File: src/rtl/ray_sample_collector.sv
// Tags MLP-stage RGB/sigma samples with ray/sample position and buffers them in a first-word-fall-through FIFO.
// Optional NaN sigma filtering is enabled by defining RAY_SAMPLE_COLLECTOR_NAN_FILTER_EN.
module ray_sample_collector #(
  parameter int unsigned IN_WIDTH        = 32,
  parameter int unsigned OUT_DIM         = 4,
  parameter int unsigned SAMPLES_PER_RAY = 64,
  parameter int unsigned RAY_CNT         = 1024,
  parameter int unsigned FIFO_DEPTH      = 8
) (
  input  logic                                             clk,
  input  logic                                             rst_n,
  input  logic                                             start,
  output logic                                             busy,
  output logic                                             done,
  input  logic [OUT_DIM*IN_WIDTH-1:0]                      in_rgb_sigma,
  input  logic                                             in_valid,
  output logic                                             in_ready,
  output logic [OUT_DIM*IN_WIDTH-1:0]                      out_rgb_sigma,
  output logic [$clog2(SAMPLES_PER_RAY)-1:0]               out_sample_idx,
  output logic [((RAY_CNT > 1) ? $clog2(RAY_CNT) : 1)-1:0] out_ray_idx,
  output logic                                             out_last,
  output logic                                             out_valid,
  input  logic                                             out_ready,
  output logic [15:0]                                      nan_count
);

  localparam int unsigned DW     = OUT_DIM * IN_WIDTH;
  localparam int unsigned SW     = $clog2(SAMPLES_PER_RAY);
  localparam int unsigned RW     = (RAY_CNT > 1) ? $clog2(RAY_CNT) : 1;
  localparam int unsigned AW     = $clog2(FIFO_DEPTH);
  localparam int unsigned CW     = AW + 1;
  localparam int unsigned SIG_LO = 3 * IN_WIDTH;

  typedef enum logic [1:0] {S_IDLE, S_RUN, S_DRAIN, S_DONE} state_t;

  typedef struct packed {
    logic [DW-1:0] data;
    logic [SW-1:0] sidx;
    logic [RW-1:0] ridx;
    logic          last;
  } entry_t;

  state_t        state;
  entry_t        mem [FIFO_DEPTH];
  entry_t        wr_entry;
  entry_t        head;
  logic [AW-1:0] wr_ptr;
  logic [AW-1:0] rd_ptr;
  logic [CW-1:0] count;
  logic [CW-1:0] count_nx;
  logic [SW-1:0] sample_idx;
  logic [RW-1:0] ray_idx;
  logic          push;
  logic          pop;
  logic          ray_end;
  logic          job_end;

  assign push     = in_valid && in_ready;
  assign pop      = out_valid && out_ready;
  assign ray_end  = (sample_idx == SW'(SAMPLES_PER_RAY - 1));
  assign job_end  = ray_end && (ray_idx == RW'(RAY_CNT - 1));
  assign count_nx = count + CW'(push) - CW'(pop);

`ifdef RAY_SAMPLE_COLLECTOR_NAN_FILTER_EN
  logic sigma_nan;
  assign sigma_nan = (in_rgb_sigma[SIG_LO+23 +: 8] == 8'hFF) &&
                     (in_rgb_sigma[SIG_LO +: 23] != 23'd0);
`endif

  // FIFO write payload, with NaN sigma squashed to +0.0 when filtering is built in
  always_comb begin
    wr_entry.data = in_rgb_sigma;
    wr_entry.sidx = sample_idx;
    wr_entry.ridx = ray_idx;
    wr_entry.last = ray_end;
`ifdef RAY_SAMPLE_COLLECTOR_NAN_FILTER_EN
    if (sigma_nan) begin
      wr_entry.data[SIG_LO +: IN_WIDTH] = '0;
    end
`endif
  end

  assign head           = mem[rd_ptr];
  assign out_rgb_sigma  = head.data;
  assign out_sample_idx = head.sidx;
  assign out_ray_idx    = head.ridx;
  assign out_last       = head.last;

  // Job FSM, position counters and FIFO storage
  always_ff @(posedge clk or negedge rst_n) begin
    if (!rst_n) begin
      state      <= S_IDLE;
      busy       <= 1'b0;
      done       <= 1'b0;
      in_ready   <= 1'b0;
      out_valid  <= 1'b0;
      count      <= '0;
      wr_ptr     <= '0;
      rd_ptr     <= '0;
      sample_idx <= '0;
      ray_idx    <= '0;
      for (int i = 0; i < int'(FIFO_DEPTH); i++) begin
        mem[i] <= '0;
      end
    end else begin
      count     <= count_nx;
      out_valid <= (count_nx != '0);
      done      <= 1'b0;

      if (push) begin
        mem[wr_ptr] <= wr_entry;
        wr_ptr      <= wr_ptr + AW'(1);
        if (ray_end) begin
          sample_idx <= '0;
          ray_idx    <= ray_idx + RW'(1);
        end else begin
          sample_idx <= sample_idx + SW'(1);
        end
      end
      if (pop) begin
        rd_ptr <= rd_ptr + AW'(1);
      end

      case (state)
        S_IDLE: begin
          in_ready <= 1'b0;
          if (start) begin
            state      <= S_RUN;
            busy       <= 1'b1;
            in_ready   <= 1'b1;
            sample_idx <= '0;
            ray_idx    <= '0;
          end
        end
        S_RUN: begin
          if (push && job_end) begin
            state    <= S_DRAIN;
            in_ready <= 1'b0;
          end else begin
            in_ready <= (count_nx != CW'(FIFO_DEPTH));
          end
        end
        S_DRAIN: begin
          in_ready <= 1'b0;
          if (count == '0) begin
            state <= S_DONE;
            busy  <= 1'b0;
            done  <= 1'b1;
          end
        end
        S_DONE: begin
          in_ready <= 1'b0;
          state    <= S_IDLE;
        end
        default: begin
          in_ready <= 1'b0;
          state    <= S_IDLE;
        end
      endcase
    end
  end

`ifdef RAY_SAMPLE_COLLECTOR_NAN_FILTER_EN
  // Saturating count of filtered samples for the current job
  always_ff @(posedge clk or negedge rst_n) begin
    if (!rst_n) begin
      nan_count <= '0;
    end else if (state == S_IDLE && start) begin
      nan_count <= '0;
    end else if (push && sigma_nan && nan_count != 16'hFFFF) begin
      nan_count <= nan_count + 16'd1;
    end
  end
`else
  assign nan_count = 16'h0000;
`endif

endmodule
File: config.mk
export PLATFORM = sky130hd
export DESIGN_NAME = ray_sample_collector
export DESIGN_NICKNAME = d
export VERILOG_FILES = /design/src/rtl/ray_sample_collector.sv
export SDC_FILE = /design/constraint.sdc
export NUM_CORES = 2
export LEC_CHECK = 0
export CAP_MARGIN = 20
export CORE_MARGIN = 2
export CORE_UTILIZATION = 48
export DETAILED_ROUTE_END_ITERATION = 8
export PLACE_DENSITY_LB_ADDON = 0.15
export SYNTH_ARGS = -nofsm -noshare
export SYNTH_HDL_FRONTEND = slang
export SYNTH_SLANG_ARGS = --single-unit
File: constraint.sdc
create_clock -name clk -period 3.75 [get_ports clk]
set_input_delay 1.125 -clock clk [delete_from_list [all_inputs] [get_ports clk]]
set_output_delay 1.125 -clock clk [all_outputs]
set_load 0.02 [all_outputs]
## Word-level counts from Yosys, hierarchy flattened

Index checks and enable logic that the tools add are counted.

| word-level totals | value |
|---|---|
| flip-flop bits (word level) | 1192 |
| input bits | 133 |
| output and inout bits | 165 |
| word-level logic and storage cells | 100 |

| operators by class | value |
|---|---|
| $add $sub $neg | 6 |
| order comparisons | 3 |
| equality and inequality tests | 9 |
| mux-type cells | 26 |
| bitwise logic cells | 2 |
| reductions and logical operators | 12 |

Operator list:

| kind | count |
|---|---|
| $bwmux W1160 | 1 |
| $bmux W145 S3 | 1 |
| $demux W145 S3 | 1 |
| $mux W145 | 3 |
| $mux W10 | 4 |
| $mux W6 | 4 |
| $add A10 B1 Y10 const B | 1 |
| $eq A10 B10 Y1 const B | 1 |
| $ge A4 B4 Y1 const B | 2 |
| $not A3 Y4 | 2 |
| $pmux W2 S4 | 1 |
| $add A3 B1 Y3 const B | 2 |
| $add A6 B1 Y6 const B | 1 |
| $eq A6 B6 Y1 const B | 1 |
| $mux W1 | 6 |
| $mux W2 | 3 |
| $ne A2 B2 Y1 const B | 3 |
| $reduce_and A3 Y1 | 2 |
| $logic_and A1 B1 Y1 | 5 |
| $add A4 B1 Y4 | 1 |
| $eq A2 B2 Y1 const B | 2 |
| $logic_not A4 Y1 | 1 |
| $lt A4 B1 Y1 const B | 1 |
| $ne A4 B4 Y1 const B | 1 |
| other kinds (8) | 8 |

## Depth between registers and ports, before layout

| logic depth | value |
|---|---|
| word-level depth | 6 |
| depth in mapped cells | 13 |

## Least setup slack after synthesis

Ideal clock, no wire load.

| path | value |
|---|---|
| path type | input-to-reg |
| from | input port in_valid |
| to | register in_ready |
| arrival time | 3.285 ns |
| required time | 3.620 ns |
| setup slack | 0.335 ns |
| stages on the path | 13 |
| cells stage by stage | and2_1 > buf_4 > inv_2 > buf_2 > ha_1 > inv_1 > ha_1 > inv_1 > fa_1 > inv_1 > or3_1 > a41oi_1 > o31ai_1 |

| between the ends | value |
|---|---|
| cells in the longest elaborated chain, start to end | 6 |

Ends and longest elaborated chain:

| item | line | text |
|---|---|---|
| from (decl) | 16 | `input logic in_valid,` |
| $logic_and A1 B1 Y1 | 58 | `assign push = in_valid && in_ready;` |
| $add A4 B1 Y4 | 62 | `assign count_nx = count + CW'(push) - CW'(pop);` |
| $sub A4 B1 Y4 | 62 |  |
| net count_nx[1] | 50 | `logic [CW-1:0] count_nx;` |
| $ne A4 B4 Y1 | 140 | `in_ready <= (count_nx != CW'(FIFO_DEPTH));` |
| $mux W1 | 136 | `if (push && job_end) begin` |
| $pmux W1 S3 | 124 | `case (state)` |
| to (signal assigned) | 140 |  |
| to (decl) | 17 | `output logic in_ready,` |

The timed path passes the listed nets, and every way through them passes these cells.
A chain may end at the register's enable or synchronous reset.

## Worst setup path in the final report

| path | value |
|---|---|
| from | register rd_ptr[0] |
| to | output port out_rgb_sigma[16] |

| between the ends | value |
|---|---|
| cells in the longest elaborated chain, start to end | 4 |

Ends and longest elaborated chain:

| item | line | text |
|---|---|---|
| from (decl) | 48 | `logic [AW-1:0] rd_ptr;` |
| from (signal assigned) | 121 | `rd_ptr <= rd_ptr + AW'(1);` |
| $not A3 Y4 (not written as such) | 83 | `assign head = mem[rd_ptr];` |
| $bmux W145 S3 | 83 |  |
| $mux W145 (not written as such) (2 in series) | 83 |  |
| to (decl) | 18 | `output logic [OUT_DIM*IN_WIDTH-1:0] out_rgb_sigma,` |

Every way passes these cells. The select of a mux whose other input is x is not followed.

==> reports/results.ini <==
[sta]
worst_pin_slew_ps = 917
period_share_pct = 105
setup_violations = 126
hold_slack_ps = 466
postLayoutSetupSlackWorst_ps = -198
hold_viol_final = 0
slew_viol_final = 0
fmax_mhz = 253
finClkSkew_ps = 18.5
rsz0062_at_grt = yes
period_needed_ps = 3950
slew_headroom_pct = 38.8

[worst_setup_path]
worstPathArrival_ps = 2820
crit_path_start = rd_ptr[0]
path_cells = buf_12 > buf_16 > buf_16 > buf_4 > mux4_2 > mux2_4 > buf_6
crit_fanout = 7
timing.rr.end = in_ready
critPathKind = flip-flop to output pin
critPathMaxStageDelay_ps = 500
crit_slowest_cell = mux4_2
r2r_cells = 11
cp.required_ps = 2620
ff2ff_setup_slack_ps = 1090
crit_top_cell = buf_16
end_kind = output pin
worstSetupStartpointType = flip-flop
crit_end = out_rgb_sigma[16]
r2r-start = in_ready

[finish]
post-route-util_pct = 59.3
final_nets = 3758
stdcell_area_sq_um = 65300
area_delta_synth_final_pct = 22.9
num-fill-cells = 8298
drive_above_1_share_pct = 50.4

[logic_synthesis]
synth_top_area_cell = dfrtp_1
syn_area_sq_um = 53100
synthArstFlopShare_pct = 100
syn_inst = 3182
synth-edff-count = 0
synth_top_cells_by_count = dfrtp_1 (1,192), mux2_2 (973), mux2_1 (324), mux4_2 (290), buf_2 (96)
synth.most_common_cell = dfrtp_1
yosysTopAreaCellShare_pct = 56.1
synth-seq-cells = 1192
synth-main-ff-cell = dfrtp_1
synth_area_leaders = dfrtp_1 (56%), mux2_2 (21%), mux4_2 (12%)
syn_area_per_cell_sq_um = 16.7
yosysWarnings = 0
synth-seq-area-share_pct = 56.1
synth.distinct_cells = 44

[floorplanning]
num_io_pins = 298
start_util_pct = 48.2
core-area_sq_um = 110000
die_w_microns = 337
rows = 122
die_h_microns = 337
dieArea_sq_um = 113000

[detailed_routing]
routed_wl_mm = 130
routed-wl-met2_mm = 67.0
route.detailed.drc = 0
vias_per_cell = 5.71
drtIter0Drc = 1480
wl_met1_mm = 54.5
ant_nets = 0
dr.pass1.iters = 5
wl_per_cell_microns = 25.1
wl_met3_mm = 5.18
num_vias = 29693
routed.top_layer = met5

[global_routing]
grt_overflow = 0
gr-usage-all-layers_pct = 23.1
grt_pass1_vias = 33413
grt_max_degree = 98
antenna_found_initial = 12
grt_pass1_wl_mm = 200

[pwr]
p_int_mw = 41.5
irDropWorstVdd_mv = 0.654
p_clk_share_pct = 21.8
p_leak_nw = 29.8
switchingPower_mw = 18.4
p_per_area_nw_per_um2 = 916
seqPwrFrac_pct = 35.1
p_comb_share_pct = 43.0
p_sw_share_pct = 30.7

[place]
globalplace.congestion = 0.761
dp_hpwl_mm = 76.0
io_buffers = 281
postPlaceCellArea_sq_um = 58600

[status]
violations = negative setup slack
outcome = finished, violations left

[job]
drv_cap = 0

[clock_tree]
clock-root-buffer = clkbuf_16
clk_path_buf_depth = 3
path_clk_slew_ps = 60
htree_levels = 4
cts_tree = built
clkLatencyLatePin_ps = 720
cts_sinks = 1192
cts_buffers = 134

[hold_path]
hold_path.class = input port to async pin

[layout by cell type (no fill, tap or decap), types with 12 or more instances in the layout]
cell type	Yosys	routed
mux2_2	973	877
clkbuf_2	0	15
clkdlybuf4s50_1	0	135
conb_1	1	16
buf_4	43	81
mux2_4	0	96
nor2_1	17	14
ha_1	12	12
dfrtp_1	1192	1189
inv_1	20	20
clkbuf_16	0	156
buf_12	0	85
buf_6	1	143
buf_16	0	26
mux2_1	324	324
clkbuf_1	87	26
mux4_2	290	290
nand2_1	26	26
clkinv_2	0	17
buf_2	96	16
clkbuf_8	0	31
[worst min-delay path by stage]
stage	slack, ps	cells past startpoint	to	from
final	470	1	mem[1138]	rst_n
after detailed placement	470	1	mem[831]	mem[831]
after floorplan	450	2	mem[435]	mem[435]
after global placement	460	2	mem[435]	mem[435]
after global routing	490	1	mem[1138]	rst_n
after CTS	470	1	mem[1138]	rst_n
[through the flow]
step           std cells  setup TNS [ps]  setup WS, ps  total power, mW
5_1_grt             5196          -24820          -286             63.0
6_report            5197          -14260          -198             59.9
3_3_place_gp        4843            -175          -102             42.6
3_5_place_dp        4843           -66.5         -51.6             43.7
4_1_cts             5101          -28270          -334             57.2
2_1_floorplan       3197               0           335             35.3
[final cells by class]
class	instances	area (sq um)	share of cell area [%]
inverters	21	78.8	0.121
multi-input cells	1740	22500	34.4
well taps	1488	1860	2.85
repair buffers	523	6620	10.1
flip-flops and latches	1192	29800	45.7
diodes	6	15.0	0.0230
clock buffers	198	4050	6.20
clock inverters	29	360	0.552
[state kept, by name, summed over array words and instances (netlist names), 2 cells and up]
signal,count
mem,1160
wr_ptr,3
state,2
count,4
rd_ptr,3
sample_idx,6
ray_idx,10
[metal layers]
metal	vias up	global-route usage, %
li1	12705	-
met1	16220	29.4
met2	522	39.8
met3	234	4.37
met4	12	8.00
met5	-	0
[logic make-up (layout without fill, tap and decap cells)]
| family | count (synthesis) | after routing | share of synthesized area [%] |
|---|---|---|---|
| buffers and inverters | 265 | 771 | 2.42 |
| AND/OR/NAND/NOR | 78 | 78 | 0.716 |
| other | 1 | 22 | 0.00706 |
| flip-flops | 1192 | 1192 | 56.1 |
| AO/OA/AOI/OAI | 24 | 24 | 0.273 |
| XOR/XNOR | 15 | 15 | 0.247 |
| multiplexers | 1594 | 1594 | 39.9 |
| adder cells (fa/ha/maj) | 13 | 13 | 0.320 |
[power by group through the flow]
stage	registers (mW)	logic [mW]	clock network [mW]
6_report	21.0	25.8	13.1
5_1_grt	21.7	27.3	13.9
4_1_cts	21.0	22.8	13.4
3_5_place_dp	21.3	22.5	0
3_3_place_gp	20.7	21.9	0
2_1_floorplan	20.0	15.2	0
[worst max-delay path, delay by kind of cell, from the launching register on]
family / cells / cell delay (ps)
DFF: 1 / 470
buffers and inverters: 5 / 790
muxes: 2 / 810
[what timing repair did]
action                                  in CTS  in global routing
endpoints found under the setup margin     145                145
gates cloned                                10                 15
gates resized for setup                    446                594
hold buffers                                 0                  0
buffers inserted                            21                 78
(Power assumes the default switching activity.)
